[config.mk]
export PLATFORM = sky130hd
export DESIGN_NAME = switch_route_sequencer
export DESIGN_NICKNAME = d
export VERILOG_FILES = /design/src/rtl/flow_ctrl_pkg.sv /design/src/rtl/switch_path_decode.sv /design/src/rtl/switch_route_sequencer.sv
export SDC_FILE = /design/constraint.sdc
export NUM_CORES = 1
export LEC_CHECK = 0
export ABC_AREA = 1
export CORE_MARGIN = 8
export CORE_UTILIZATION = 55
export DETAILED_ROUTE_END_ITERATION = 7
export HOLD_SLACK_MARGIN = 0.03
export PLACE_DENSITY = 0.85
export REMOVE_ABC_BUFFERS = 1
export SETUP_SLACK_MARGIN = 0.4
export SLEW_MARGIN = 20
export SYNTH_ARGS = -nofsm -noshare
export SYNTH_HDL_FRONTEND = slang
export SYNTH_HIERARCHICAL = 1
export SYNTH_SLANG_ARGS = --single-unit
[constraint.sdc]
create_clock -name clk -period 2.1 [get_ports clk]
set_clock_uncertainty 0.15 [all_clocks]
set_input_delay 0.525 -clock clk [delete_from_list [all_inputs] [get_ports clk]]
set_output_delay 0.525 -clock clk [all_outputs]
set_load 0.02 [all_outputs]
[src/rtl/flow_ctrl_pkg.sv]
// Shared types for the flow-switch route sequencer.
// Valve command encodings, merge commands and route states.
package flow_ctrl_pkg;

  localparam int N_SW_DEF = 9;

  typedef enum logic [1:0] {
    CLOSED = 2'b00,
    PASS   = 2'b01,
    LEAF_A = 2'b10,
    LEAF_B = 2'b11
  } sw_cmd_t;

  typedef enum logic [1:0] {
    M_CLOSED = 2'b00,
    M_CHAIN0 = 2'b01,
    M_CHAIN1 = 2'b10
  } merge_cmd_t;

  typedef enum logic [1:0] {
    ST_IDLE   = 2'd0,
    ST_SETTLE = 2'd1,
    ST_FLOW   = 2'd2,
    ST_CLOSE  = 2'd3
  } route_state_t;

endpackage

[src/rtl/switch_path_decode.sv]
// Combinational (chain, target) to valve command decode.
// Target 2*N_SW routes through every switch into the merge.
module switch_path_decode
  import flow_ctrl_pkg::*;
#(
  parameter  int N_SW = N_SW_DEF,
  localparam int TW   = $clog2(2*N_SW+1)
) (
  input  logic              chain,
  input  logic [TW-1:0]     target,
  output logic [4*N_SW-1:0] sw_cmd,
  output logic [1:0]        merge_cmd,
  output logic              invalid
);

  localparam logic [TW-1:0] THRU = TW'(2*N_SW);

  logic [TW-2:0] k;
  sw_cmd_t       leaf;

  assign k    = target[TW-1:1];
  assign leaf = target[0] ? LEAF_B : LEAF_A;

  always_comb begin
    sw_cmd    = '0;
    merge_cmd = M_CLOSED;
    invalid   = target > THRU;
    if (!invalid) begin
      // k == N_SW for the through route, so no leaf is selected
      for (int i = 0; i < N_SW; i++) begin
        if (i < int'(k))
          sw_cmd[2*(int'(chain)*N_SW+i) +: 2] = PASS;
        else if (i == int'(k))
          sw_cmd[2*(int'(chain)*N_SW+i) +: 2] = leaf;
      end
      if (target == THRU)
        merge_cmd = chain ? M_CHAIN1 : M_CHAIN0;
    end
  end

endmodule

[src/rtl/switch_route_sequencer.sv]
// Route sequencer: open, settle, dwell, close, settle.
// Valve commands are registered so they only move on route edges.
module switch_route_sequencer
  import flow_ctrl_pkg::*;
#(
  parameter  int N_SW       = N_SW_DEF,
  parameter  int ACT_CYCLES = 4,
  parameter  int DW         = 16,
  localparam int TW         = $clog2(2*N_SW+1)
) (
  input  logic              clk,
  input  logic              rst_n,
  input  logic              req_valid,
  output logic              req_ready,
  input  logic              req_chain,
  input  logic [TW-1:0]     req_target,
  input  logic [DW-1:0]     req_dwell,
  input  logic              abort,
  output logic [4*N_SW-1:0] sw_cmd,
  output logic [1:0]        merge_cmd,
  output logic              busy,
  output logic              done,
  output logic              aborted,
  output logic              err
);

  localparam logic [1:0] IDLE   = ST_IDLE;
  localparam logic [1:0] SETTLE = ST_SETTLE;
  localparam logic [1:0] FLOW   = ST_FLOW;
  localparam logic [1:0] CLOSE  = ST_CLOSE;

  localparam logic [DW-1:0] ACT_M1 = DW'(ACT_CYCLES-1);

  logic [1:0]        state;
  logic [DW-1:0]     cnt;
  logic [DW-1:0]     dwell;
  logic              ab;
  logic [4*N_SW-1:0] dec_sw;
  logic [1:0]        dec_merge;
  logic              dec_inv;
  logic              accept;
  logic              cut;
  logic              last;
  logic              go_close;

  switch_path_decode #(.N_SW(N_SW)) u_decode (
    .chain     (req_chain),
    .target    (req_target),
    .sw_cmd    (dec_sw),
    .merge_cmd (dec_merge),
    .invalid   (dec_inv)
  );

  assign req_ready = rst_n && (state == IDLE);
  assign busy      = state != IDLE;
  assign accept    = req_valid && req_ready;
  assign cut       = abort && (state == SETTLE || state == FLOW);
  assign last      = cnt == '0;
  assign go_close  = cut
                  || (state == SETTLE && last && dwell == '0)
                  || (state == FLOW && last);

  always_ff @(posedge clk or negedge rst_n) begin
    if (!rst_n) begin
      state     <= IDLE;
      cnt       <= '0;
      dwell     <= '0;
      ab        <= 1'b0;
      sw_cmd    <= '0;
      merge_cmd <= '0;
      done      <= 1'b0;
      aborted   <= 1'b0;
      err       <= 1'b0;
    end else begin
      done    <= 1'b0;
      aborted <= 1'b0;
      err     <= 1'b0;
      unique case (state)
        IDLE: begin
          if (accept && dec_inv) begin
            err <= 1'b1;
          end else if (accept) begin
            state     <= SETTLE;
            cnt       <= ACT_M1;
            dwell     <= req_dwell;
            ab        <= 1'b0;
            sw_cmd    <= dec_sw;
            merge_cmd <= dec_merge;
          end
        end
        SETTLE, FLOW: begin
          if (go_close) begin
            state     <= CLOSE;
            cnt       <= ACT_M1;
            sw_cmd    <= '0;
            merge_cmd <= '0;
            if (cut) ab <= 1'b1;
          end else if (last) begin
            state <= FLOW;
            cnt   <= dwell - DW'(1);
          end else begin
            cnt <= cnt - DW'(1);
          end
        end
        CLOSE: begin
          if (last) begin
            state   <= IDLE;
            done    <= 1'b1;
            aborted <= ab;
          end else begin
            cnt <= cnt - DW'(1);
          end
        end
        default: state <= IDLE;
      endcase
    end
  end

endmodule

# Word level (Yosys, flattened, before mapping)
# Index checks and enable logic that the tools add are counted.
# W data, S select, Z words.
# op_classes
add_sub_neg,19
mul,1
order_cmp,10
n_eq_ne,19
shifts,27
muxes,78
n_bitwise,3
n_reduce_logical,22
# op_table
operator,n
$mux W36,30
$bwmux W36,16
$shift A2 B33 Y36 const A,9
$shiftx A2 B33 Y36,9
$shiftx A2 B33 Y36 const A,9
$neg A32 Y33,8
$add A31 B4 Y31 const B,4
$mux W16,5
$and A36 B36 Y36,2
$pmux W36 S2,1
$add A31 B3 Y31 const B,2
$pmux W16 S3,1
$neg A6 Y33,1
$logic_not A16 Y1,2
$sub A16 B1 Y16 const B,2
$add A31 B2 Y31 const B,1
$add A31 B5 Y31 const B,1
$mux W2,11
$eq A4 B4 Y1 const A,5
$lt A3 B4 Y1 const A,4
$ne A2 B2 Y1 const B,6
$mux W1,11
$eq A3 B4 Y1 const A,2
$lt A1 B4 Y1 const A,2
other kinds (22),35
# word_totals
regBits,76
in_bits,26

# Longest topological paths before layout
# Gate-level depths: netlist (run 1).
# logic_depth
word_depth,42
mapped_depth,15

# By module
# The synthesis (run 1) kept the hierarchy.
# modules_own_cells
module,instances,cells_each,area_each_um2
switch_route_sequencer,1,607,4239.1
switch_path_decode,1,139,588.1

# Least setup slack after synthesis (run 1)
# No wires, ideal clock.
# synth_path
path_type,input-to-reg
startpoint,input port req_target[0]
endpoint,register sw_cmd[1]
setup_time_ns,0.065
t_arrival_ns,1.919
t_required_ns,1.885
path_slack_ns,-0.034
cell_stages,14
path_buffers,3
path_cell_list,clkbuf_2 -> nor2_1 -> nand2_1 -> nand3_2 -> inv_1 -> nor2_4 -> nor2_1 -> a21oi_2 -> nand2_1 -> inv_2 -> buf_4 -> buf_6 -> nand2_1 -> nand2_1
# synth_via
elab_cells_between_ends,61
cone_classes,1 x order compare; 1 x eq/ne; 9 x shift; 47 x mux; 1 x bitwise; 2 x reduce/logical
# synth_rtl
item,line_no,rtl
from (decl),switch_route_sequencer.sv:16,"input logic [TW-1:0] req_target,"
$gt A5 B5 Y1 *,switch_path_decode.sv:27,invalid = target > THRU;
via dec_inv,switch_route_sequencer.sv:40,logic dec_inv;
$mux W36,switch_path_decode.sv:28,if (!invalid) begin
$mux W36,switch_route_sequencer.sv:82,end else if (accept) begin
$mux W36,switch_route_sequencer.sv:80,if (accept && dec_inv) begin
$pmux W36 S2,switch_route_sequencer.sv:78,unique case (state)
to (signal assigned),switch_route_sequencer.sv:87,sw_cmd <= dec_sw;
to (decl),switch_route_sequencer.sv:19,"output logic [4*N_SW-1:0] sw_cmd,"
# The timed path passes the listed nets; every way through them passes the cells marked *. The select of a mux whose other input is x is not followed.
# A chain may end at the register's enable or synchronous reset.

# Worst setup path after layout (run 1)
# layout_path
startpoint,register state[0]
endpoint,register sw_cmd[17]
# layout_via
elab_chain_cells,7
elab_cells_between_ends,20
cone_classes,5 x eq/ne; 1 x mux; 14 x reduce/logical
# layout_rtl
item,line_no,rtl
from (decl),switch_route_sequencer.sv:34,logic [1:0] state;
from (signal assigned),switch_route_sequencer.sv:65,state <= IDLE;
from (signal assigned),switch_route_sequencer.sv:83,state <= SETTLE;
from (signal assigned),switch_route_sequencer.sv:93,state <= CLOSE;
$eq A2 B1 Y1 / $eq A2 B2 Y1 (equally long branches),-,
$logic_or A1 B1 Y1 / $logic_and A1 B1 Y1 (equally long branches),"switch_route_sequencer.sv:57, switch_route_sequencer.sv:60",
"$logic_and A1 B1 Y1, on equally long branches","switch_route_sequencer.sv:57, switch_route_sequencer.sv:60",
$logic_or A1 B1 Y1,switch_route_sequencer.sv:60,|| (state == SETTLE && last && dwell == '0)
$logic_or A1 B1 Y1,switch_route_sequencer.sv:61,|| (state == FLOW && last);
$ne A2 B2 Y1 (no source line),-,
$reduce_and A4 Y1 (no source line),-,
# Parallel ways exist; a longest one is shown, timed or not.

==> results.toml, run 1 <==
[worst_setup_path]
critical_path_class = "register to register"
r2r_setup_slack_ns = -0.06
critical_path_arrival_ns = 2.27
end_kind = "register"
critPathRequiredTime_ns = 2.21
cp-start-kind = "register"
crit_fanout = 5

[pwr]
clock_power_share = 0.096
power_density_nw_per_um2 = 1860
p_int_mw = 6.58
p_sw_mw = 6.61
switching_share = 0.501
seq_power_share = 0.186
p_comb_frac = 0.718
p_leak_nw = 3.91
ir_drop_uv = 970

[yosys]
yosysSeqAreaShare = 0.394
ys_ff_latch = 76
synth_common_cells = "nand2_1 (353), nor2_1 (94), dfrtp_1 (76), inv_1 (66), nand3_1 (37)"
yosysMostFrequentCell = "nand2_1"
ys_types = 31
synth_area_um2 = 4830
synthCells = 746
async_flop_share = 1.00
syn_avg_cell_area_um2 = 6.47
yosysWarnings = 6
synthTopCellsByArea = "dfrtp_1 (39%), nand2_1 (27%), nor2_1 (7.3%)"
yosysTopAreaCell = "dfrtp_1"
synth_top_area_share = 0.394
synth_flop_cell = "dfrtp_1"
synth_edf_count = 0

[sta]
fin_crit_sh = 1.03
finalHoldViolations = 0
rsz0062_at_grt = "true"
setup-tns-final_ns = -1.28
slew_headroom = 0.322
final_max_slew_viol_count = 0
finalWorstSetupSlack_ns = -0.0606
fin_hold_ws_ns = 0.261
fmax_mhz = 463
worst_slew_pin_slew_ns = 1.02
finalCriticalPeriod_ns = 2.16
finalSetupViolCount = 41

[clock_network]
clock_tree.buffer_depth = 2
postCtsHoldBufs = 0
tritoncts = "done"
htree_num_levels = 3
worstSkewPairLatency_ns = 0.38
cts_buffers = 9
cts.clk_slew.worst_paths_ns = 0.10
clock-sinks = 76
root_buffer = "clkbuf_8"

[place]
dp_slack_ns = -0.389
io_buffers = 68
hpwlAfterDp_um = 10500
routabilityCongestion = 0.973

[global_routing]
grt-ovfl-total = 0
antenna_found_initial = 0
grt_max_degree = 77
grt_pass1_vias = 5536
grt_pass1_wl_um = 25800
grt.total_usage = 0.274

[routing]
top_layer = "met4"
routed_wl_um = 19500
m1WireLength_um = 6620
routed_via_density = 5.83
drc = 0
drt_iter0_drc = 439
route.vias.total = 5975
drt-pass1-iter-count = 5
drt.antenna.violating_nets = 0
wl_met3_um = 1860
dr_wl_met2_um = 9410
drt-wirelength-per-cell_um = 19.1

[layout]
fin_util = 0.822
final_nets = 947
nFillCells = 518
drive_gt1_frac = 0.323
diodes = 0
syn2layout_area_growth_pct = 47.0

[die]
core_region_area_um2 = 8640
num_rows = 34
die-height_um = 110
die_area_um2 = 12000
die_x_um = 110
io_pins = 69
start_util = 0.559

[hold_path]
holdCritPathClass = "input pin to async pin"

[run_status]
status = "finished, violations left"
violations = "negative setup slack"

[flow_run]
drv_cap = 0
## power groups by stage
stage	combinational [mW]	sequential (mW)	clock, mW
CTS	7.24	2.38	1.25
floorplan	3.48	2.51	0
finish	9.47	2.45	1.26
global route	10.0	2.49	1.32
detailed placement	5.81	2.38	0
global placement	5.64	2.37	0
## through the flow
stage / area, µm² / total power [mW] / std cells
after detailed placement: 5940 / 8.19 / 956
after CTS: 6660 / 10.9 / 1000
after global placement: 5940 / 8.01 / 956
after global routing: 7090 / 13.8 / 1025
final: 7090 / 13.2 / 1025
after floorplan: 4700 / 5.99 / 727
## critical path, cell delays in order, from the launching register on
cell	delay, ns
dfrtp_1	0.40
buf_6	0.12
ha_2	0.19
inv_2	0.04
nor2_1	0.12
nand2_1	0.06
nor2_1	0.13
nand2_1	0.10
nand2_2	0.09
nand2_4	0.07
nand3_4	0.15
nand2_8	0.11
clkbuf_16	0.18
nand2_1	0.06
nand2_1	0.06
## sequential cells by signal, indices dropped and copies added, names as in the netlist
name and count:
state 2, dwell 16, err 1, ab 1, merge_cmd 2, done 1, sw_cmd 36, aborted 1
cnt 16
## logic make-up after synthesis
family / after synthesis / synth area share
and+or+nand+nor: 512 / 0.432
adders and majority gates: 8 / 0.0207
buffers and inverters: 97 / 0.0861
xor gates and xnor gates: 14 / 0.0254
AOI/OAI and AO/OA: 39 / 0.0420
DFF: 76 / 0.394
## worst paths after layout
path / endpoint / depth (start not counted) / startpoint
max: sw_cmd[17] / 14 / state[0]
min: dwell[7] / 2 / rst_n
max reg2reg: sw_cmd[17] / 14 / state[0]
min reg2reg: sw_cmd[15] / 2 / sw_cmd[15]
max in group asynchronous: cnt[8] / 2 / rst_n
min in group clk: sw_cmd[15] / 2 / sw_cmd[15]
## placed cells by master, fill, tap and decap left out, types with 3 or more instances in the layout
cell and instances:
clkbuf_8 9, nand3_4 3, inv_2 21, nand3_2 10
nor2_1 70, nand2_1 320, inv_1 52, clkdlybuf4s50_1 19
buf_12 5, nand2_8 3, nand2_2 29, nand2_4 5
dfrtp_1 73, clkinvlp_4 3, nand4_1 3, dlygate4sd2_1 4
a21oi_1 5, dfrtp_2 3, nor2_4 17, o21ai_1 3
xor2_1 11, ha_2 3, nor2_2 19, o21ai_4 3
nand3b_1 3, clkbuf_16 5, buf_2 33, ha_4 4
nand3_1 27, buf_4 83, o21ai_0 24, clkdlybuf4s15_2 7
buf_6 13
## area by class of cell
type	count	area [µm²]	area share
flip-flops and latches	76	1910	0.269
multi-input cells	573	2960	0.417
clock buffers	10	128	0.0180
inverters	78	315	0.0444
repair buffers	175	1580	0.222
clock inverters	5	77.6	0.0109
well taps	108	135	0.0190
## repair_timing
| item | CTS | global route |
|---|---|---|
| endpoints found under the setup margin | 116 | 105 |
| pin swaps | 27 | 32 |
| setup buffers | 26 | 20 |
| cloned | 3 | 5 |
| gates resized for setup | 212 | 121 |
## layer usage
layer	track usage	vias up
li1	-	2593
met2	0.488	456
met4	0.166	0
met5	0	-
met1	0.289	2757
met3	0.0592	169
(Power assumes the default switching activity.)
==> run 2: changes to the inputs <==
Settings changed: CORE_MARGIN 8 to 3.
==> results.toml, run 2 (synthesized netlist as in run 1, its figures left out) <==
[layout]
drive_gt1_frac = 0.293
nFillCells = 503
final_common_cell = "nand2_1"
largestRegisters = "sw_cmd (36), cnt (16), dwell (16)"
diodes = 0
stdcell_area_um2 = 6930
final_nets = 940
largest_register_ffs = 36
top_register = "sw_cmd"
layout_common_cells = "nand2_1 (326), buf_4 (80), nor2_1 (79)"
multi_input_area_um2 = 2830
ff_latch_area_um2 = 1910
syn2layout_area_growth_pct = 43.5

[clock_network]
root_buffer = "clkbuf_8"
cts.clk_slew.worst_paths_ns = 0.09
tritoncts = "done"
htree_num_levels = 3
worstSkewPairLatency_ns = 0.36
clock-sinks = 76
cts_buffers = 9
clock_tree.buffer_depth = 2

[place]
io_buffers = 68
routabilityCongestion = 0.905
placed_cell_area_um2 = 5920
hpwlAfterDp_um = 9890
dp_slack_ns = -0.402

[die]
die_x_um = 99.7
start_util = 0.576
die_area_um2 = 9940
num_rows = 33
die-height_um = 99.7
io_pins = 69
core_region_area_um2 = 8380

[sta]
setup-tns-final_ns = 0
worst_slew_pin_slew_ns = 0.966
final_max_slew_viol_count = 0
finalCriticalPeriod_ns = 2.08
rsz0062_at_grt = "true"
fmax_mhz = 482
slew_headroom = 0.356
fin_crit_sh = 0.989
finalWorstSetupSlack_ns = 0.0232
finalHoldViolations = 0
finalSetupViolCount = 0

[routing]
drt.antenna.violating_nets = 0
drt_iter0_drc = 526
drc = 0
routed_via_density = 5.74
routed_wl_um = 18100
drt-wirelength-per-cell_um = 17.8
route.vias.total = 5834
drt-pass1-iter-count = 6

[pwr]
switching_share = 0.484
p_sw_mw = 6.11
p_comb_frac = 0.673
power_density_nw_per_um2 = 1820
ir_drop_uv = 866
p_int_mw = 6.50
power.total_mw = 12.6
clock_power_share = 0.130
seq_power_share = 0.197
p_leak_nw = 3.90

[global_routing]
grt_pass1_wl_um = 25200
grt.total_usage = 0.319
grt_max_degree = 77
grt_pass1_vias = 5364
antenna_found_initial = 0
grt-ovfl-total = 0

[worst_setup_path]
r2r_cells = 11
critPathRequiredTime_ns = 2.20
critPathMostFrequentCell = "nand2_1"
r2r_setup_slack_ns = 0.02
cp_slowest_stage_delay_ns = 0.44
end_kind = "register"
path_buf_inv = 1
critPathSlowestCell = "dfrtp_1"
crit_fanout = 9
cp-start-kind = "register"
worstPathCellList = "nor2_1, nand2_1, nor2_1, nand2_1, nand2_2, nand2_4, nand3_4, nand2_8, clkbuf_16, nand2_1, nand2_1"
critical_path_arrival_ns = 2.18
r2r-end = "sw_cmd[0]"
regToRegStartpoint = "dwell[2]"
crit_family = "simple AND/OR/NAND/NOR gates"
critical_path_class = "register to register"

[flow_run]
drv_cap = 0

[run_status]
status = "complete, no violations"

[hold_path]
holdCritPathClass = "input pin to async pin"
-- run 2: changes by cell type in the layout (fill, tap and decap cells not counted), sizes merged --
cell and change:
buf -36, clkbuf +36, clkdlybuf4s15 -7, bufinv +3
clkinv -2, clkinvlp -2, inv +2
-- run 2: worst max path at each step --
stage	from	endpoint	slack [ns]	cells past startpoint
floorplan	req_target[2]	ab	-0.41	10
global placement	req_target[1]	sw_cmd[24]	-0.31	14
detailed placement	req_target[1]	sw_cmd[17]	-0.40	14
CTS	state[1]	req_ready	0.19	5
global route	dwell[10]	sw_cmd[17]	-0.08	11
finish	dwell[2]	sw_cmd[0]	0.02	11
-- run 2: what timing repair did --
action	in CTS	in global routing
pin swaps	11	12
gates resized for setup	109	163
setup buffers	21	22
gates cloned	5	5
hold buffers	0	0
endpoints found under the setup margin	116	115
-- run 2: cell type report --
type                       instances  share of cell area
multi-input combinational        573               0.408
clock inverter                     6              0.0229
sequential                        76               0.275
timing repair buffer             168               0.211
clock buffer                      10              0.0184
inverter                          78              0.0450
tap                              105              0.0190
-- run 2: power groups by stage --
stage	registers [mW]	clock network, mW	logic, mW
after floorplan	2.51	0	3.48
after global placement	2.38	0	5.53
after detailed placement	2.39	0	5.69
after CTS	2.38	1.62	6.71
after global routing	2.53	1.70	9.07
final	2.49	1.64	8.48
-- run 2: worst reg2reg max path: cells and delay by family (launching register included) --
kind / cells / cell delay (ns)
AND/OR/NAND/NOR: 10 / 1.17
flip-flops: 1 / 0.44
buffers and inverters: 1 / 0.19
-- run 2: per-stage QoR --
step                utilization  instances  hold slack (ns)
floorplan                     -        727           0.0794
global placement          0.706        947            0.305
detailed placement        0.706        947            0.309
CTS                       0.782        989            0.327
global route              0.827       1016            0.356
finish                    0.827       1016            0.270
-- run 2: metal layers --
metal	GRT usage	wire (µm)	vias to the layer above
met5	0	0	-
met4	0.158	1380	0
met3	0.0519	1550	141
met2	0.581	9020	413
met1	0.359	6160	2699
li1	-	-	2581
